===== src/rtl/cdc_fifo_pkg.sv =====
// Shared types and helpers for the CDC FIFO push-side arbiter.
package cdc_fifo_pkg;

    typedef enum logic {ARB_IDLE, ARB_BURST} arb_state_t;

    // Wrapping increment of a round-robin pointer modulo n.
    function automatic int unsigned rr_next(input int unsigned ptr, input int unsigned n);
        return (ptr + 32'd1 >= n) ? 32'd0 : ptr + 32'd1;
    endfunction

endpackage


===== src/rtl/rr_priority_pick.sv =====
// Combinational round-robin pick: first requesting index at or after ptr, wrapping.
module rr_priority_pick #(
    parameter int unsigned NumReq = 4
) (
    input  logic [NumReq-1:0]         req,
    input  logic [$clog2(NumReq)-1:0] ptr,
    output logic                      found,
    output logic [$clog2(NumReq)-1:0] idx
);

    localparam int unsigned IdxW = $clog2(NumReq);

    logic [IdxW-1:0] cand;

    // Scan offsets from farthest to nearest so the nearest hit is the one that sticks.
    always_comb begin
        found = 1'b0;
        idx   = '0;
        cand  = '0;
        for (int off = NumReq - 1; off >= 0; off--) begin
            cand = IdxW'((32'(ptr) + 32'(off)) % NumReq);
            if (req[cand]) begin
                found = 1'b1;
                idx   = cand;
            end
        end
    end

endmodule


===== src/rtl/cdc_push_arbiter.sv =====
// Round-robin, burst-holding arbiter sharing one CDC FIFO push port among NumReq requesters.
// Optional source tag on the FIFO word: define CDC_ARB_SOURCE_TAG_EN.
module cdc_push_arbiter
    import cdc_fifo_pkg::*;
#(
    parameter int unsigned NumReq    = 4,
    parameter int unsigned DataWidth = 32,
    parameter int unsigned MaxBurst  = 8
) (
    input  logic                          clk_DA,
    input  logic                          rst,
    input  logic [NumReq-1:0]             Req_DA,
    input  logic [NumReq-1:0]             ReqLast_DA,
    input  logic [NumReq*DataWidth-1:0]   ReqData_DA,
    output logic [NumReq-1:0]             Grant_DA,
    input  logic                          FifoFull_DA,
    output logic                          FifoPush_DA,
`ifdef CDC_ARB_SOURCE_TAG_EN
    output logic [DataWidth+$clog2(NumReq)-1:0] FifoData_DA,
`else
    output logic [DataWidth-1:0]          FifoData_DA,
`endif
    output logic                          Busy_DA,
    output logic [$clog2(NumReq)-1:0]     Owner_DA
);

    localparam int unsigned IdxW = $clog2(NumReq);
    localparam int unsigned CntW = $clog2(MaxBurst + 1);

    arb_state_t      state_q, state_d;
    logic [IdxW-1:0] owner_q, owner_d;
    logic [IdxW-1:0] ptr_q, ptr_d;
    logic [CntW-1:0] cnt_q, cnt_d;

    logic            pick_found;
    logic [IdxW-1:0] pick_idx;
    logic [DataWidth-1:0] owner_word;
    logic [CntW-1:0] cnt_inc;
    logic            beat;

    rr_priority_pick #(.NumReq(NumReq)) u_pick (
        .req   (Req_DA),
        .ptr   (ptr_q),
        .found (pick_found),
        .idx   (pick_idx)
    );

    always_ff @(posedge clk_DA) begin
        if (rst) begin
            state_q <= ARB_IDLE;
            owner_q <= '0;
            ptr_q   <= '0;
            cnt_q   <= '0;
        end else begin
            state_q <= state_d;
            owner_q <= owner_d;
            ptr_q   <= ptr_d;
            cnt_q   <= cnt_d;
        end
    end

    // Next state plus the zero-latency grant/push/data path of the current owner.
    always_comb begin
        state_d     = state_q;
        owner_d     = owner_q;
        ptr_d       = ptr_q;
        cnt_d       = cnt_q;
        Grant_DA    = '0;
        FifoPush_DA = 1'b0;
        FifoData_DA = '0;
        Busy_DA     = 1'b0;
        Owner_DA    = owner_q;
        beat        = 1'b0;
        cnt_inc     = cnt_q + CntW'(1);
        owner_word  = ReqData_DA[32'(owner_q) * DataWidth +: DataWidth];

        case (state_q)
            ARB_IDLE: begin
                if (pick_found) begin
                    owner_d = pick_idx;
                    cnt_d   = '0;
                    state_d = ARB_BURST;
                end
            end
            ARB_BURST: begin
                Busy_DA = 1'b1;
                if (!FifoFull_DA) begin
                    Grant_DA[owner_q] = 1'b1;
                end
                beat        = Req_DA[owner_q] & ~FifoFull_DA;
                FifoPush_DA = beat;
`ifdef CDC_ARB_SOURCE_TAG_EN
                FifoData_DA = {owner_q, owner_word};
`else
                FifoData_DA = owner_word;
`endif
                // Release on end of packet or when the burst budget is used up.
                if (beat) begin
                    cnt_d = cnt_inc;
                    if (ReqLast_DA[owner_q] || (cnt_inc == CntW'(MaxBurst))) begin
                        state_d = ARB_IDLE;
                        ptr_d   = IdxW'(rr_next(32'(owner_q), NumReq));
                    end
                end
            end
            default: state_d = ARB_IDLE;
        endcase
    end

endmodule


===== config.mk =====
export PLATFORM = sky130hd
export DESIGN_NAME = cdc_push_arbiter
export DESIGN_NICKNAME = d
export VERILOG_FILES = /design/src/rtl/cdc_fifo_pkg.sv /design/src/rtl/rr_priority_pick.sv /design/src/rtl/cdc_push_arbiter.sv
export SDC_FILE = /design/constraint.sdc
export NUM_CORES = 1
export LEC_CHECK = 0
export CAP_MARGIN = 10
export CORE_MARGIN = 1
export CORE_UTILIZATION = 30
export CTS_CLUSTER_SIZE = 16
export DETAILED_ROUTE_END_ITERATION = 8
export PLACE_DENSITY = 0.86
export SETUP_SLACK_MARGIN = 0.5
export SLEW_MARGIN = 20
export SYNTH_ARGS = -nofsm -noshare
export SYNTH_HDL_FRONTEND = slang
export SYNTH_HIERARCHICAL = 1
export SYNTH_SLANG_ARGS = --single-unit

===== constraint.sdc =====
create_clock -name clk_DA -period 5.9 [get_ports clk_DA]
set_clock_uncertainty 0.2 [all_clocks]
set_input_delay 1.18 -clock clk_DA [delete_from_list [all_inputs] [get_ports clk_DA]]
set_output_delay 1.18 -clock clk_DA [all_outputs]
set_load 0.02 [all_outputs]

Word level (Yosys, flattened, before mapping)
Cells that the tools add are included.
{ "totals": {"ff_bits": 9, "latchBits": 0, "ram_bits": 0, "romBits": 0, "in_bits": 139, "out_inout_bits": 40, "word_cells": 63, "mem_count": 0} }
{ "classes": {"add_sub_neg": 5, "n_mul": 0, "div_mod_pow": 0, "magnitude_cmp": 7, "n_eq_ne": 3, "n_shift": 1, "mux": 35, "bitwise": 3, "reduce_logical": 5} }
{ "op_table": {"columns": ["cell", "count"], "rows": [
  ["128-bit by 8-bit variable part select with 32-bit output", 1],
  ["32-bit 2-to-1 mux", 1],
  ["1-bit 2-to-1 mux", 16],
  ["4-bit 2-to-1 mux", 4],
  ["2-bit by 3-bit < comparator with 1-bit output (second input constant)", 5],
  ["1-bit binary-select mux with 2-bit select", 6],
  ["2-bit 2-to-1 mux", 5],
  ["4-bit one-hot mux with 2 select lines", 1],
  ["2-bit adder (second input constant)", 2],
  ["4-bit by 1-bit adder with 4-bit output (second input constant)", 1],
  ["4-bit equality test (second input constant)", 1],
  ["2-bit AND reduction", 2],
  ["2-bit by 1-bit adder with 3-bit output (second input constant)", 1],
  ["3-bit >= comparator (second input constant)", 1],
  ["3-bit AND reduction", 1],
  ["2-bit by 1-bit adder with 2-bit output (second input constant)", 1],
  ["1-bit demux with 2-bit select", 1],
  ["2-bit by 1-bit >= comparator with 1-bit output (second input constant)", 1],
  ["2-bit by 1-bit != test with 1-bit output (second input constant)", 1],
  ["2-bit != test (second input constant)", 1],
  ["1-bit NOT", 2],
  ["1-bit one-hot mux with 2 select lines", 1],
  ["1-bit bitwise AND", 1],
  ["1-bit logical AND", 1],
  ["1-bit logical OR", 1]
]} }

Depth between registers and ports, before layout
Gate-level depths: netlist of the first run.
{ "depth": {"word_depth": 9, "ltp_mapped": 6, "ltp_nobuf": 6} }

Hierarchy
Netlist of the first run, hierarchy kept.
{ "modules_own_cells": {"columns": ["mod", "instances", "cells_each", "area_each_um2", "seq_area_each_um2"], "rows": [
  ["cdc_push_arbiter", 1, 138, 1549.0, 180.2],
  ["rr_priority_pick", 1, 13, 77.6, 0.0]
]} }

Least setup slack after synthesis of the first run
No wires, ideal clock.
{ "synth_timing": {"kind": "input-to-output", "startpoint": "in Req_DA[3]", "endpoint": "out FifoPush_DA", "arrival_time_ns": 1.954, "required_time_ns": 4.520, "setup_slack_ns": 2.566, "cell_stages": 3, "path_buffers": 1, "path_cell_list": "mux4_2 -> and2_1 -> buf_6"} }
{ "synth_between": {"elab_chain_len": 4} }
{ "synth_rtl": {"columns": ["element", "line_no", "rtl"], "rows": [
  ["start: declaration", "cdc_push_arbiter.sv:12", "input logic [NumReq-1:0] Req_DA,"],
  ["1-bit binary-select mux with 2-bit select", "cdc_push_arbiter.sv:90", "beat = Req_DA[owner_q] & ~FifoFull_DA;"],
  ["1-bit 2-to-1 mux (implied by the code)", "cdc_push_arbiter.sv:90", null],
  ["1-bit bitwise AND", "cdc_push_arbiter.sv:90", null],
  ["1-bit 2-to-1 mux", "cdc_push_arbiter.sv:77", "case (state_q)"],
  ["end: declaration", "cdc_push_arbiter.sv:17", "output logic FifoPush_DA,"]
]} }
No other way between the ends. The select of a mux whose other input is x is not followed.

Worst setup path in the final report of the first run
Ends and elaborated chain as after synthesis.

==> run_results.csv, run 1 <==
group,metric,value,unit
sta,tightest_slew,0.920,ns
synth,syn_nets,295,
sta,setup_slack,1.52,ns
run_status,outcome,"finished clean",
detailed_routing,vias_per_cell,4.93,
placement,dp.cells,388,
floorplanning,dieHeight,75.6,um
finish,n_fill_cell,412,
cts,cts_htree_levels,1,
setup_path,worst-setup-path-type,"in -> out",
sta,setup_viol_count_final,0,
cts,cts.sinks,9,
power,netSwitchingFraction,29.1,%
finish,nNetsFinal,467,
sta,min_period,4.38,ns
sta,slew-limit-headroom,38.6,%
grt,grt_overflow,0,
setup_path,path_max_fanout,7,
power,ir_drop,0.0973,mV
sta,hold_viol_final,0,
power,p_switching,113,uW
cts,numCtsBuffers,3,
detailed_routing,drt_wl_total,6.96,mm
power,seq_power_share,18.9,%
floorplanning,start_util,31.4,%
sta,tns,0,ns
detailed_routing,vias,1933,
detailed_routing,drc,0,
cts,root_buffer,"clkbuf_8",
job,drv_cap,0,
cts,cts_tree,"done",
cts,cts.clk_slew.worst_paths,0.05,ns
synth,ys_warn_count,6,
synth,synth_edf_count,0,
grt,grt_usage,23.2,%
worst_hold_path,min_path_type,"reg -> reg",
placement,port_buffers,178,
synth,netlist_area,0.00163,mm^2
grt,grt_pass1_wl,9.62,mm
finish,fin_util,67.5,%
synth,synth_commonest_cells,"and2_1 (38), mux4_2 (34), nor2_1 (12)",
floorplanning,die_w,75.6,um
sta,fmax,0.228,GHz
floorplanning,die_area,0.00572,mm^2
synth,async_flop_share,0,%
sta,finalCritPeriodShare,74.2,%
placement,place_area,0.00345,mm^2
power,pwr_density_cell,111,mW/mm^2
finish,num_antenna_cells,0,
power,power_frac_clock,19.0,%
grt,grt_max_degree,39,
finish,seqCellArea,183,um^2
grt,first_global_vias,1921,
synth,synth_area_leader_cell,"mux4_2",
detailed_routing,wl_per_cell,17.8,um
setup_path,endpoint_kind,"output port",
finish,area_growth,115,%
power,intPower,275,uW
finish,final_cells,392,
cts,postCtsHoldBufs,0,
synth,postSynthCellCount,151,
finish,layout-drive-gt1-share,13.7,%
power,leakagePower,1.21,nW
floorplanning,ios,179,
setup_path,r2r_slack,3.33,ns
sta,slew_violations,0,
detailed_routing,firstDrtPassIters,6,
setup_path,worstPathArrival,3.00,ns
synth,synth_area_leaders,"mux4_2 (47%), and2_1 (15%), dfxtp_1 (11%)",
power,power_frac_comb,62.0,%
detailed_routing,antenna_left,0,
synth,synthFlopType,"dfxtp_1",
synth,ys_types,27,
placement,pre_cts_slack,1.53,ns
synth,netlist.area_leader.share,47.1,%
placement,gp_congestion,0.831,
floorplanning,rows,26,
cts,cts_setup_buffers,0,
setup_path,crit_required,4.52,ns
synth,ys_seq_elements,9,
cts,ctsResizeCount,0,
synth,synth.yosys.seq_area_share,11.1,%
synth,synth.most_common_cell,"and2_1",
detailed_routing,drt_first_iter_violations,39,
cts,clock_latency,0.24,ns
floorplanning,core,0.00517,mm^2
finish,fin_area,0.00349,mm^2
placement,dp_hpwl,5.81,mm
sta,rsz0062_at_grt,"false",
synth,synth.avg_cell_area,10.8,um^2
finish,multi_input_area,0.00136,mm^2
grt,antenna_found_initial,0,
cts,cts.path.max_buffers,2,
setup_path,start_kind,"input pin",
layer usage:
metal,wire length (um),track usage (%)
met2,3720,44.1
met3,540,4.89
met5,0,0
met1,2500,24.4
met4,199,10.5
cell usage in the layout, fill, tap and decap left out, drive strengths merged:
| cell | count |
|---|---|
| clkdlybuf4s50 | 178 |
| buf | 2 |
| a211oi | 3 |
| nor3 | 2 |
| a21boi | 2 |
| mux4 | 34 |
| dfxtp | 9 |
| nor2b | 3 |
| and3b | 1 |
| nor2 | 12 |
| nand3 | 1 |
| ha | 5 |
| o211ai | 1 |
| nor3b | 1 |
| nand2b | 4 |
| inv | 4 |
| mux2i | 3 |
| nand3b | 2 |
| a21oi | 6 |
| a31oi | 1 |
| nand2 | 4 |
| and2 | 38 |
| o21ai | 1 |
| clkbuf | 4 |
| mux2 | 1 |
final timing paths:
| path | startpoint | depth (start not counted) | endpoint |
|---|---|---|---|
| worst max-delay path | Req_DA[3] | 4 | FifoPush_DA |
| worst min-delay path | cnt_q[3] | 2 | cnt_q[3] |
| worst max register to register | Owner_DA[0] | 5 | ptr_q[0] |
| worst min register to register | cnt_q[3] | 2 | cnt_q[3] |
flip-flops by register name, indices dropped and copies added, names as in the netlist:
signal / flops
ptr_q: 2
state_q: 1
Owner_DA: 2
cnt_q: 4
kinds of logic (layout without fill, tap and decap cells):
group / after synthesis / in the layout / synth area share [%]
flops: 9 / 9 / 11.1
mux: 38 / 38 / 49.8
compound gates: 14 / 14 / 6.31
simple gates: 68 / 68 / 23.8
fa+ha+maj: 5 / 5 / 3.85
buf+inv: 17 / 188 / 5.08
per-stage QoR:
step	hold WS [ns]	total power, mW
finish	0.285	0.387
global route	0.312	0.408
CTS	0.290	0.391
detailed placement	0.281	0.316
global placement	0.275	0.310
floorplan	0.263	0.173
area by class of cell:
type / count / share of cell area, %
well taps: 70 / 2.51
flip-flops and latches: 9 / 5.23
repair buffers: 180 / 51.5
multi-input cells: 125 / 39.1
clock buffers: 4 / 1.29
inverters: 4 / 0.430
power groups by stage:
stage | Sequential [mW] | Clock, mW | Combinational (mW)
2_1_floorplan | 0.0680 | 0 | 0.105
3_3_place_gp | 0.0748 | 0 | 0.236
3_5_place_dp | 0.0748 | 0 | 0.241
4_1_cts | 0.0737 | 0.0757 | 0.242
5_1_grt | 0.0747 | 0.0777 | 0.255
6_report | 0.0733 | 0.0737 | 0.240
critical path, stage by stage:
cell and delay [ns]:
clkdlybuf4s50_1 0.46, mux4_2 0.53, and2_1 0.26, clkdlybuf4s50_1 0.56
Power figures use the tool's default switching activity.
==> run 2: changes to the inputs <==
--- a/config.mk
+++ b/config.mk
@@ -7,10 +7,10 @@
 export LEC_CHECK = 0
 export CAP_MARGIN = 10
 export CORE_MARGIN = 1
-export CORE_UTILIZATION = 30
+export CORE_UTILIZATION = 26
 export CTS_CLUSTER_SIZE = 16
 export DETAILED_ROUTE_END_ITERATION = 8
-export PLACE_DENSITY = 0.86
+export PLACE_DENSITY = 0.79
 export SETUP_SLACK_MARGIN = 0.5
 export SLEW_MARGIN = 20
 export SYNTH_ARGS = -nofsm -noshare
==> constraint.sdc (replaced) <==
create_clock -name clk_DA -period 4 [get_ports clk_DA]
set_clock_uncertainty 0.2 [all_clocks]
set_input_delay 0.8 -clock clk_DA [delete_from_list [all_inputs] [get_ports clk_DA]]
set_output_delay 0.8 -clock clk_DA [all_outputs]
set_load 0.02 [all_outputs]
==> run_results.csv, run 2 (synthesized netlist as in run 1, its figures left out) <==
group,metric,value,unit
grt,antenna_found_initial,0,
cts,cts_setup_buffers,0,
grt,grt_usage,19.4,%
cts,cts.path.max_buffers,2,
sta,hold_viol_final,0,
finish,top_register,"cnt_q",
cts,clock_latency,0.23,ns
finish,area_growth,117,%
floorplanning,rows,28,
finish,nNetsFinal,470,
setup_path,r2r_start,"Owner_DA[0]",
cts,root_buffer,"clkbuf_8",
sta,tns,0,ns
grt,grt_max_degree,36,
placement,port_buffers,178,
grt,grt_overflow,0,
floorplanning,dieHeight,81.1,um
sta,fmax,0.294,GHz
detailed_routing,drt_first_iter_violations,38,
detailed_routing,antenna_left,0,
setup_path,r2r_slack,1.88,ns
worst_hold_path,hold-path-endpoint,"cnt_q[3]",
placement,gp_congestion,0.844,
cts,cts_tree,"done",
finish,final_common_cell,"clkdlybuf4s50_1",
setup_path,crit_required,3.00,ns
worst_hold_path,min_from,"cnt_q[3]",
power,p_switching,160,uW
sta,slew-limit-headroom,70.1,%
setup_path,worstPathArrival,2.40,ns
finish,layout-drive-gt1-share,14.5,%
power,power_frac_comb,64.2,%
power,ir_drop,0.141,mV
setup_path,cpMaxStageDelayCell,"clkdlybuf4s50_1",
setup_path,crit_family,"buffers and inverters",
power,pwr_density_cell,161,mW/mm^2
floorplanning,ios,179,
setup_path,critPathMostFrequentCell,"clkdlybuf4s50_1",
grt,grt_pass1_wl,9.65,mm
sta,setup_viol_count_final,0,
finish,num_antenna_cells,0,
floorplanning,die_w,81.1,um
detailed_routing,wl_per_cell,16.2,um
sta,finalCritPeriodShare,85.1,%
setup_path,path_cells,"clkdlybuf4s50_1 > mux4_2 > and2_1 > clkdlybuf4s50_1",
setup_path,worst-setup-path-type,"in -> out",
setup_path,start_kind,"input pin",
power,intPower,408,uW
cts,cts_htree_levels,1,
detailed_routing,firstDrtPassIters,4,
worst_hold_path,worstHoldPathCells,2,
placement,dp_hpwl,5.38,mm
sta,min_period,3.40,ns
detailed_routing,drt_wl_total,6.48,mm
detailed_routing,drc,0,
detailed_routing,vias_per_cell,4.81,
run_status,outcome,"finished clean",
floorplanning,start_util,27.2,%
finish,largest_reg_flops,4,
setup_path,r2r_end,"ptr_q[0]",
power,seq_power_share,17.4,%
setup_path,crit_buf_inv,2,
cts,ctsResizeCount,1,
cts,cts.clk_slew.worst_paths,0.05,ns
finish,seqCellArea,183,um^2
finish,n_fill_cell,519,
setup_path,reg2reg_depth,5,
finish,multi_input_area,0.00136,mm^2
floorplanning,core,0.00599,mm^2
power,leakagePower,1.23,nW
setup_path,cp_slowest_stage_delay,0.54,ns
detailed_routing,vias,1925,
power,power_frac_clock,18.4,%
setup_path,path_max_fanout,1,
cts,cts.sinks,9,
floorplanning,die_area,0.00658,mm^2
cts,postCtsHoldBufs,0,
sta,slew_violations,0,
grt,first_global_vias,1935,
cts,numCtsBuffers,3,
sta,tightest_slew,0.449,ns
finish,fin_util,58.9,%
power,netSwitchingFraction,28.2,%
sta,rsz0062_at_grt,"false",
job,drv_cap,0,
setup_path,endpoint_kind,"output port",
finish,layout_common_cells,"clkdlybuf4s50_1 (177), and2_1 (38), mux4_2 (34)",
worst_hold_path,min_path_type,"reg -> reg",
## run 2: cell types whose count changed in the layout (fill, tap and decap cells not counted)
cell,change
dlygate4sd2_1,+1
buf_12,+1
buf_4,+2
clkdlybuf4s50_1,-1
## run 2: power groups by stage
stage	clock, mW	combinational [mW]	sequential (mW)
after global placement	0	0.363	0.100
after global routing	0.113	0.390	0.0994
final	0.105	0.365	0.0988
after detailed placement	0	0.368	0.100
after CTS	0.107	0.368	0.0989
after floorplan	0	0.155	0.100
## run 2: area by class of cell
class / instances / area share [%]
tap: 75 / 2.66
sequential: 9 / 5.17
timing repair buffer: 183 / 51.8
clock buffer: 4 / 1.28
inverter: 4 / 0.425
multi-input combinational: 125 / 38.6
## run 2: worst reg2reg max path: stages, from the launching register on
cell      delay [ns]
dfxtp_2         0.47
buf_4           0.33
mux4_2          0.54
inv_1           0.10
a21boi_4        0.07
mux2_4          0.30
## run 2: worst max-delay path by stage
stage	startpoint	endpoint	slack [ns]	depth (start not counted)
after floorplan	Owner_DA[0]	FifoData_DA[10]	1.29	4
after global routing	Req_DA[3]	FifoPush_DA	0.53	4
after CTS	ReqData_DA[95]	FifoData_DA[31]	0.59	4
after global placement	Req_DA[3]	FifoPush_DA	0.41	4
final	ReqData_DA[125]	FifoData_DA[29]	0.60	4
after detailed placement	Req_DA[3]	FifoPush_DA	0.39	4
## run 2: layer usage
layer	GRT usage, %	vias up	share of wire [%]
met5	0	-	0
met4	4.46	0	1.4
met3	3.82	8	9.5
met2	37.1	91	53
met1	21.7	903	36
li1	-	923	-
## run 2: through the flow
step	cells	worst slack, ns	hold WS, ns	area, um^2	power, mW
2_1_floorplan	151	1.29	0.263	1630	0.255
3_3_place_gp	396	0.415	0.275	3490	0.463
3_5_place_dp	396	0.395	0.285	3490	0.468
4_1_cts	400	0.589	0.293	3530	0.574
5_1_grt	400	0.528	0.367	3530	0.603
6_report	400	0.597	0.292	3530	0.568
